### src/rtl/spi_master_control.sv
// Mode-0 SPI master: one MSB-first DATA_LENGTH-bit frame per SS assertion, SCLK = clk/(2*CLK_DIV).
// Every output is registered; start is only honoured in IDLE and is otherwise dropped.
module spi_master_control #(
   parameter int DATA_LENGTH = 8,
   parameter int CLK_DIV     = 4
) (
   input  logic                   clk,
   input  logic                   rst,
   input  logic                   start,
   input  logic [DATA_LENGTH-1:0] data_to_slave,
   output logic [DATA_LENGTH-1:0] data_from_slave,
   output logic                   busy,
   output logic                   done,
   output logic                   SCLK,
   output logic                   SS,
   output logic                   MOSI,
   input  logic                   MISO
);

   localparam int CW = (CLK_DIV > 1) ? $clog2(CLK_DIV) : 1;
   localparam int BW = $clog2(DATA_LENGTH + 1);
   localparam logic [CW-1:0] HOLD_LAST = CW'(CLK_DIV - 1);
   localparam logic [BW-1:0] LAST_BIT  = BW'(DATA_LENGTH - 1);

   typedef enum logic [2:0] {
      S_IDLE,
      S_LEAD,
      S_XFER_HI,
      S_XFER_LO,
      S_TRAIL,
      S_GAP
   } state_t;

   state_t                 r_state;
   logic [CW-1:0]          r_cnt;
   logic [BW-1:0]          r_bit;
   logic [DATA_LENGTH-1:0] r_tx;
   logic [DATA_LENGTH-1:0] r_rx;
   logic                   w_hold_end;

   assign w_hold_end = (r_cnt == HOLD_LAST);

   always_ff @(posedge clk or posedge rst) begin
      if (rst) begin
         r_state         <= S_IDLE;
         r_cnt           <= '0;
         r_bit           <= '0;
         r_tx            <= '0;
         r_rx            <= '0;
         data_from_slave <= '0;
         busy            <= 1'b0;
         done            <= 1'b0;
         SCLK            <= 1'b0;
         SS              <= 1'b1;
         MOSI            <= 1'b0;
      end else begin
         done <= 1'b0;
         // Every non-idle state lasts exactly CLK_DIV cycles; the counter restarts on each exit.
         if (r_state != S_IDLE) begin
            r_cnt <= w_hold_end ? '0 : r_cnt + CW'(1);
         end
         case (r_state)
            S_IDLE: begin
               if (start) begin
                  r_tx    <= data_to_slave;
                  SS      <= 1'b0;
                  MOSI    <= data_to_slave[DATA_LENGTH-1];
                  busy    <= 1'b1;
                  r_cnt   <= '0;
                  r_bit   <= '0;
                  r_state <= S_LEAD;
               end
            end
            S_LEAD: begin
               if (w_hold_end) begin
                  SCLK    <= 1'b1;
                  r_rx    <= {r_rx[DATA_LENGTH-2:0], MISO};
                  r_state <= S_XFER_HI;
               end
            end
            S_XFER_HI: begin
               if (w_hold_end) begin
                  SCLK  <= 1'b0;
                  r_bit <= r_bit + BW'(1);
                  if (r_bit != LAST_BIT) begin
                     r_tx    <= r_tx << 1;
                     MOSI    <= r_tx[DATA_LENGTH-2];
                     r_state <= S_XFER_LO;
                  end else begin
                     MOSI    <= 1'b0;
                     r_state <= S_TRAIL;
                  end
               end
            end
            S_XFER_LO: begin
               if (w_hold_end) begin
                  SCLK    <= 1'b1;
                  r_rx    <= {r_rx[DATA_LENGTH-2:0], MISO};
                  r_state <= S_XFER_HI;
               end
            end
            S_TRAIL: begin
               if (w_hold_end) begin
                  SS              <= 1'b1;
                  data_from_slave <= r_rx;
                  done            <= 1'b1;
                  r_state         <= S_GAP;
               end
            end
            S_GAP: begin
               if (w_hold_end) begin
                  busy    <= 1'b0;
                  r_state <= S_IDLE;
               end
            end
            default: r_state <= S_IDLE;
         endcase
      end
   end

endmodule

### config.mk
export PLATFORM = sky130hd
export DESIGN_NAME = spi_master_control
export DESIGN_NICKNAME = d
export VERILOG_FILES = /design/src/rtl/spi_master_control.sv
export SDC_FILE = /design/constraint.sdc
export NUM_CORES = 1
export LEC_CHECK = 0
export ABC_AREA = 1
export ABC_CLOCK_PERIOD_IN_PS = 3000
export BUFFER_PORTS_ARGS = -buffer_cell sky130_fd_sc_hd__buf_2
export CORE_ASPECT_RATIO = 1.75
export CORE_MARGIN = 5
export CORE_UTILIZATION = 35
export CTS_CLUSTER_SIZE = 8
export DETAILED_ROUTE_END_ITERATION = 8
export GPL_ROUTABILITY_DRIVEN = 1
export REMOVE_ABC_BUFFERS = 1
export SYNTH_ARGS = -nofsm -noshare
export SYNTH_HDL_FRONTEND = slang
export SYNTH_SLANG_ARGS = --single-unit
export TNS_END_PERCENT = 50
### constraint.sdc
create_clock -name clk -period 3 [get_ports clk]
set_input_delay 0.45 -clock clk [delete_from_list [all_inputs] [get_ports clk]]
set_output_delay 0.45 -clock clk [all_outputs]
set_load 0.005 [all_outputs]
==> results.py, run 1 <==
metrics = {
    "outcome": {
        "status": "finished, final reports clean",
    },
    "power_and_ir_drop": {
        "irDropWorstVdd_v": 0.0004846,
        "leakagePower_uw": 0.001034,
        "power.density_mw_per_mm2": 851.4,
    },
    "timing": {
        "rsz0062_at_grt": "no",
        "setup_violations": 0,
        "finalHoldViolations": 0,
        "clock.fmax_ghz": 0.6178,
        "finalCriticalPeriod_ps": 1619,
        "drv_slew": 0,
        "fin_skew_ps": 6.715,
        "setup-tns-final_ps": 0,
        "finalCritPeriodShare": 0.5396,
        "tightest_slew_ps": 460.3,
        "relSlewSlack": 0.6932,
    },
    "die": {
        "dieArea_mm2": 0.006465,
        "io_pins": 25,
        "start_util": 0.3618,
        "core_mm2": 0.004748,
        "die-width_um": 62.96,
        "rows": 33,
        "die_height_um": 102.7,
    },
    "cts": {
        "ctsResizeCount": 0,
        "clk_pin_slew_ps": 80,
        "cts_buffer_depth": 2,
        "insertion_delay_ps": 290,
        "numCtsBuffers": 5,
        "tritoncts": "done",
        "holdBufCountCts": 0,
        "post_cts_buffers": 0,
        "cts_root_buf": "clkbuf_8",
        "htreeDepth": 2,
        "clock-sinks": 37,
    },
    "drt": {
        "num_vias": 1342,
        "wire_per_inst_um": 12.16,
        "wl_um": 3381,
        "drcViolationCount": 0,
        "ant_nets": 0,
        "first_iter_violations": 17,
        "dr.pass1.iters": 4,
        "vias_per_cell": 4.827,
    },
    "global_route": {
        "grt_pass1_vias": 1457,
        "grt_overflow": 0,
        "antenna_found_initial": 0,
        "grt_pass1_wl_um": 6389,
        "grt_use_total": 0.1216,
        "grt_max_degree": 38,
    },
    "critical_path": {
        "crit_arrival_ps": 1800,
        "start_kind": "flip-flop",
        "critPathMaxFanout": 13,
        "cp.required_ps": 3180,
        "path_class": "flip-flop to flip-flop",
        "worst_setup_path_end_kind": "flip-flop",
    },
    "finish": {
        "drive_gt1_frac": 0.2168,
        "layout.nets": 239,
        "final_area_mm2": 0.001967,
        "area_delta_synth_final_pct": 14.49,
        "n_antenna_cell": 0,
        "nFillCells": 466,
    },
    "synth": {
        "synth_top_area_frac": 0.5244,
        "ys_warn_count": 0,
        "ys_seq_area_frac": 0.5397,
        "synthCells": 199,
        "synth-edff-count": 0,
        "synth_area_leaders": "dfrtp_1 52%, nand2_1 15%, o21ai_1 5.8%, inv_1 3.7%, nand3_1 3.2%",
        "syn_area_mm2": 0.001718,
        "synth_commonest_cells": "68 x nand2_1, 36 x dfrtp_1, 20 x o21ai_1",
        "ys_ff_latch": 37,
        "yosysMostFrequentCell": "nand2_1",
        "yosys.cell_types.count": 25,
        "synth.avg_cell_area_um2": 8.633,
        "yosys.area.top_type": "dfrtp_1",
        "synthArstFlopShare": 1.000,
        "synthFlopType": "dfrtp_1",
    },
    "placed_design": {
        "port_buffers": 24,
        "placed_area_mm2": 0.001856,
        "place_congestion": 0.8293,
        "hpwl_um": 2551,
    },
    "worst_hold_path": {
        "hp-class": "input pin to asynchronous set/reset pin",
    },
    "run": {
        "drv_cap": 0,
    },
}
## through the flow
stage | power [µW] | utilization | setup WS, ps | instances | hold slack, ps
after floorplan | 1121 | - | 1664 | 193 | 442.2
after global placement | 1252 | 0.3908 | 1435 | 270 | 456.1
after detailed placement | 1262 | 0.3908 | 1407 | 270 | 460.3
after CTS | 1697 | 0.4142 | 1383 | 278 | 260.3
after global routing | 1824 | 0.4142 | 1208 | 278 | 282.2
final | 1675 | 0.4142 | 1381 | 278 | 243.6
## path summary, 6_finish.rpt
check	start	to	slack (ps)	depth (start not counted)
setup / recovery	r_cnt[0]$_DFF_PP0_	r_tx[3]$_DFFE_PP0P_	1380	6
hold / removal	rst	done$_DFF_PP0_	240	3
setup reg to reg	r_cnt[0]$_DFF_PP0_	r_tx[3]$_DFFE_PP0P_	1380	6
hold reg to reg	r_tx[1]$_DFFE_PP0P_	r_tx[1]$_DFFE_PP0P_	470	2
max in group asynchronous	rst	SS$_DFFE_PP1P_	2410	3
min in group clk	data_to_slave[0]	r_tx[0]$_DFFE_PP0P_	370	3
## registers in the layout (all words and copies together), names as in the netlist
name,cells
r_bit,4
r_tx,7
done,1
r_rx,8
busy,1
SS,1
r_cnt,2
SCLK,1
MOSI,1
r_state,3
data_from_slave,8
## cell usage in the layout (no fill, tap or decap), drive strengths merged
master  count
inv        20
nor2       12
buf        25
nand3      13
clkbuf      6
mux2i       1
nand4       8
o22ai       1
a21oi       2
clkinv      2
o21ai      20
dfstp       1
o21a        1
dfrtp      36
bufinv      1
nor3        3
ha          2
nand2      72
## where the power goes
group / internal [µW] / switching, µW
clock network: 249 / 179
logic: 179 / 325
registers: 634 / 109
## per-layer routing
| layer | routed length [µm] | global-route usage | vias up |
|---|---|---|---|
| met2 | 1778 | 0.2166 | 24 |
| met4 | 65 | 0.05392 | 0 |
| met5 | 0 | 0 | - |
| met1 | 1419 | 0.1365 | 624 |
| li1 | - | - | 689 |
| met3 | 117 | 0.02944 | 5 |
## worst max-delay path, cell delays in order, from the launching register on
cell	delay, ps
dfrtp_1	370
ha_1	320
nand4_2	220
nand2_2	280
nand2_2	160
nand2_1	100
nand2_1	50
## logic make-up after synthesis
group                    after synthesis  synth area share
AO/OA/AOI/OAI                         24           0.07429
adder cells (fa/ha/maj)                2           0.01456
buffers and inverters                 27           0.07793
flip-flops                            37            0.5397
multiplexers                           1          0.005827
AND/OR/NAND/NOR                      108            0.2877
## final cells by class
class	instances	area (µm²)	share of cell area
clock buffers	6	72.57	0.03690
clock inverters	2	38.79	0.01972
inverters	21	78.83	0.04008
multi-input cells	135	656.9	0.3340
flip-flops and latches	37	927.1	0.4714
well taps	52	65.06	0.03308
repair buffers	25	127.6	0.06489
Note: power is estimated with default switching activity, not from simulation.
==> run 2, diff against run 1 <==
--- a/config.mk
+++ b/config.mk
@@ -6,7 +6,7 @@
 export NUM_CORES = 1
 export LEC_CHECK = 0
 export ABC_AREA = 1
-export ABC_CLOCK_PERIOD_IN_PS = 3000
+export ABC_CLOCK_PERIOD_IN_PS = 1400
 export BUFFER_PORTS_ARGS = -buffer_cell sky130_fd_sc_hd__buf_2
 export CORE_ASPECT_RATIO = 1.75
 export CORE_MARGIN = 5
==> constraint.sdc (replaced) <==
create_clock -name clk -period 1.4 [get_ports clk]
set_input_delay 0.21 -clock clk [delete_from_list [all_inputs] [get_ports clk]]
set_output_delay 0.21 -clock clk [all_outputs]
set_load 0.005 [all_outputs]
==> run 2 against run 1 <==
  * Maximum frequency grew 26%
  * Clock-buffer cell count grew 1
  * Hold slack got worse by 100 ps
==> results.py, run 2 (synthesized netlist as in run 1, its figures left out) <==
metrics = {
    "timing": {
        "finalCritPeriodShare": 0.9154,
        "drv_slew": 0,
        "relSlewSlack": 0.7974,
        "finalHoldViolations": 0,
        "finalCriticalPeriod_ps": 1282,
        "setup-tns-final_ps": 0,
        "fin_ws_ps": 118.5,
        "tightest_slew_ps": 302.9,
        "rsz0062_at_grt": "no",
        "setup_violations": 0,
        "fin_skew_ps": 10.04,
        "clock.fmax_ghz": 0.7803,
    },
    "drt": {
        "vias_per_cell": 4.790,
        "dr.pass1.iters": 4,
        "num_vias": 1389,
        "first_iter_violations": 40,
        "ant_nets": 0,
        "wire_per_inst_um": 12.40,
        "drcViolationCount": 0,
        "wl_um": 3597,
    },
    "global_route": {
        "grt_pass1_vias": 1414,
        "grt_pass1_wl_um": 6210,
        "antenna_found_initial": 0,
        "grt_max_degree": 38,
        "grt_use_total": 0.1186,
        "grt_overflow": 0,
    },
    "power_and_ir_drop": {
        "power.density_mw_per_mm2": 1767,
        "power_uw": 3672,
        "irDropWorstVdd_v": 0.001014,
        "leakagePower_uw": 0.001098,
    },
    "cts": {
        "cts_root_buf": "clkbuf_8",
        "post_cts_buffers": 0,
        "tritoncts": "done",
        "insertion_delay_ps": 290,
        "clock-sinks": 37,
        "cts_buffer_depth": 2,
        "numCtsBuffers": 5,
        "htreeDepth": 2,
        "clk_pin_slew_ps": 80,
    },
    "critical_path": {
        "critPathMaxFanout": 8,
        "crit_buf_inv": 1,
        "cp.required_ps": 1630,
        "worstPathCellList": "ha_2, nand4_2, nand2_4, buf_4, nand3_1, nand2_1",
        "path_class": "flip-flop to flip-flop",
        "start_kind": "flip-flop",
        "crit_arrival_ps": 1520,
        "worst_setup_path_end_kind": "flip-flop",
        "cp_slowest_stage_delay_ps": 360,
        "cp_top_family": "simple AND/OR/NAND/NOR gates",
        "worst_path_max_delay_cell": "dfrtp_1",
    },
    "finish": {
        "n_antenna_cell": 0,
        "mostFrequentLayoutCells": "68 x nand2_1, 35 x dfrtp_1, 24 x buf_2",
        "post-route-util": 0.4377,
        "area_delta_synth_final_pct": 20.98,
        "final_area_mm2": 0.002078,
        "nFillCells": 478,
        "final_common_cell": "nand2_1",
        "layout.nets": 251,
        "drive_gt1_frac": 0.2605,
        "top_regs": "data_from_slave: 8 flops, r_rx: 8 flops, r_tx: 7 flops",
    },
    "die": {
        "die-width_um": 62.96,
        "rows": 33,
        "io_pins": 25,
        "start_util": 0.3618,
        "die_height_um": 102.7,
        "core_mm2": 0.004748,
        "dieArea_mm2": 0.006465,
    },
    "placed_design": {
        "pre_cts_slack_ps": -15.14,
        "placed_area_mm2": 0.001951,
        "place_congestion": 0.7992,
        "hpwl_um": 2685,
        "port_buffers": 24,
    },
    "outcome": {
        "status": "finished, final reports clean",
    },
    "run": {
        "drv_cap": 0,
    },
    "worst_hold_path": {
        "hp-class": "input pin to flip-flop",
    },
}
-- run 2: changes by cell type in the layout (fill, tap and decap cells not counted), sizes merged --
cell / change
buf: +11
bufinv: -1
clkbuf: +1
clkinvlp: +1
dlygate4sd3: +1
clkinv: -1
-- run 2: routing by layer --
metal | part of all wire | track usage | wire length [µm] | vias up
met5 | 0 | 0 | 0 | -
met3 | 0.035 | 0.02399 | 125 | 6
met4 | 0.017 | 0.05556 | 61 | 0
met2 | 0.54 | 0.2190 | 1955 | 28
li1 | - | - | - | 712
met1 | 0.40 | 0.1281 | 1455 | 643
-- run 2: cell type report --
type	instances	area (µm²)	area share
clock buffers	7	86.33	0.04154
clock inverters	1	7.507	0.003612
inverters	21	78.83	0.03793
multi-input cells	135	679.4	0.3269
flip-flops and latches	37	928.4	0.4467
well taps	52	65.06	0.03131
repair buffers	37	232.7	0.1120
-- run 2: stage by stage --
step	hold WS (ps)	cells
2_1_floorplan	326.6	193
3_3_place_gp	270.4	281
3_5_place_dp	272.1	281
4_1_cts	136.2	290
5_1_grt	168.3	290
6_report	139.9	290
-- run 2: worst reg2reg max path, delay by kind of cell (launching register included) --
family	cells	cell delay, ps
fa+ha+maj	1	260
simple gates	4	450
buf+inv	1	160
flops	1	360
-- run 2: worst paths after layout --
check | from | end | slack (ps) | cells past startpoint
worst max-delay path | r_cnt[1]$_DFF_PP0_ | r_tx[1]$_DFFE_PP0P_ | 120 | 6
max in group asynchronous | rst | SS$_DFFE_PP1P_ | 640 | 4
worst max register to register | r_cnt[1]$_DFF_PP0_ | r_tx[1]$_DFFE_PP0P_ | 120 | 6
worst min-delay path | data_to_slave[7] | MOSI$_DFFE_PP0P_ | 140 | 3
min in group asynchronous | rst | r_tx[2]$_DFFE_PP0P_ | 510 | 4
worst min register to register | SS$_DFFE_PP1P_ | SS$_DFFE_PP1P_ | 470 | 2
-- run 2: timing repair --
action                                  CTS  global route
hold buffers                              1             0
pin swaps                                 0             1
endpoints found under the hold margin    36             0
endpoints found under the setup margin    7            23
resized for setup                         1             5
-- run 2: power breakdown --
| part | internal, µW | switching (µW) | leakage, µW |
|---|---|---|---|
| Combinational | 535 | 782 | 0.000576 |
| Sequential | 1360 | 218 | 0.000478 |
| Clock | 400 | 374 | 0.0000445 |
| Total | 2300 | 1380 | 0.00110 |
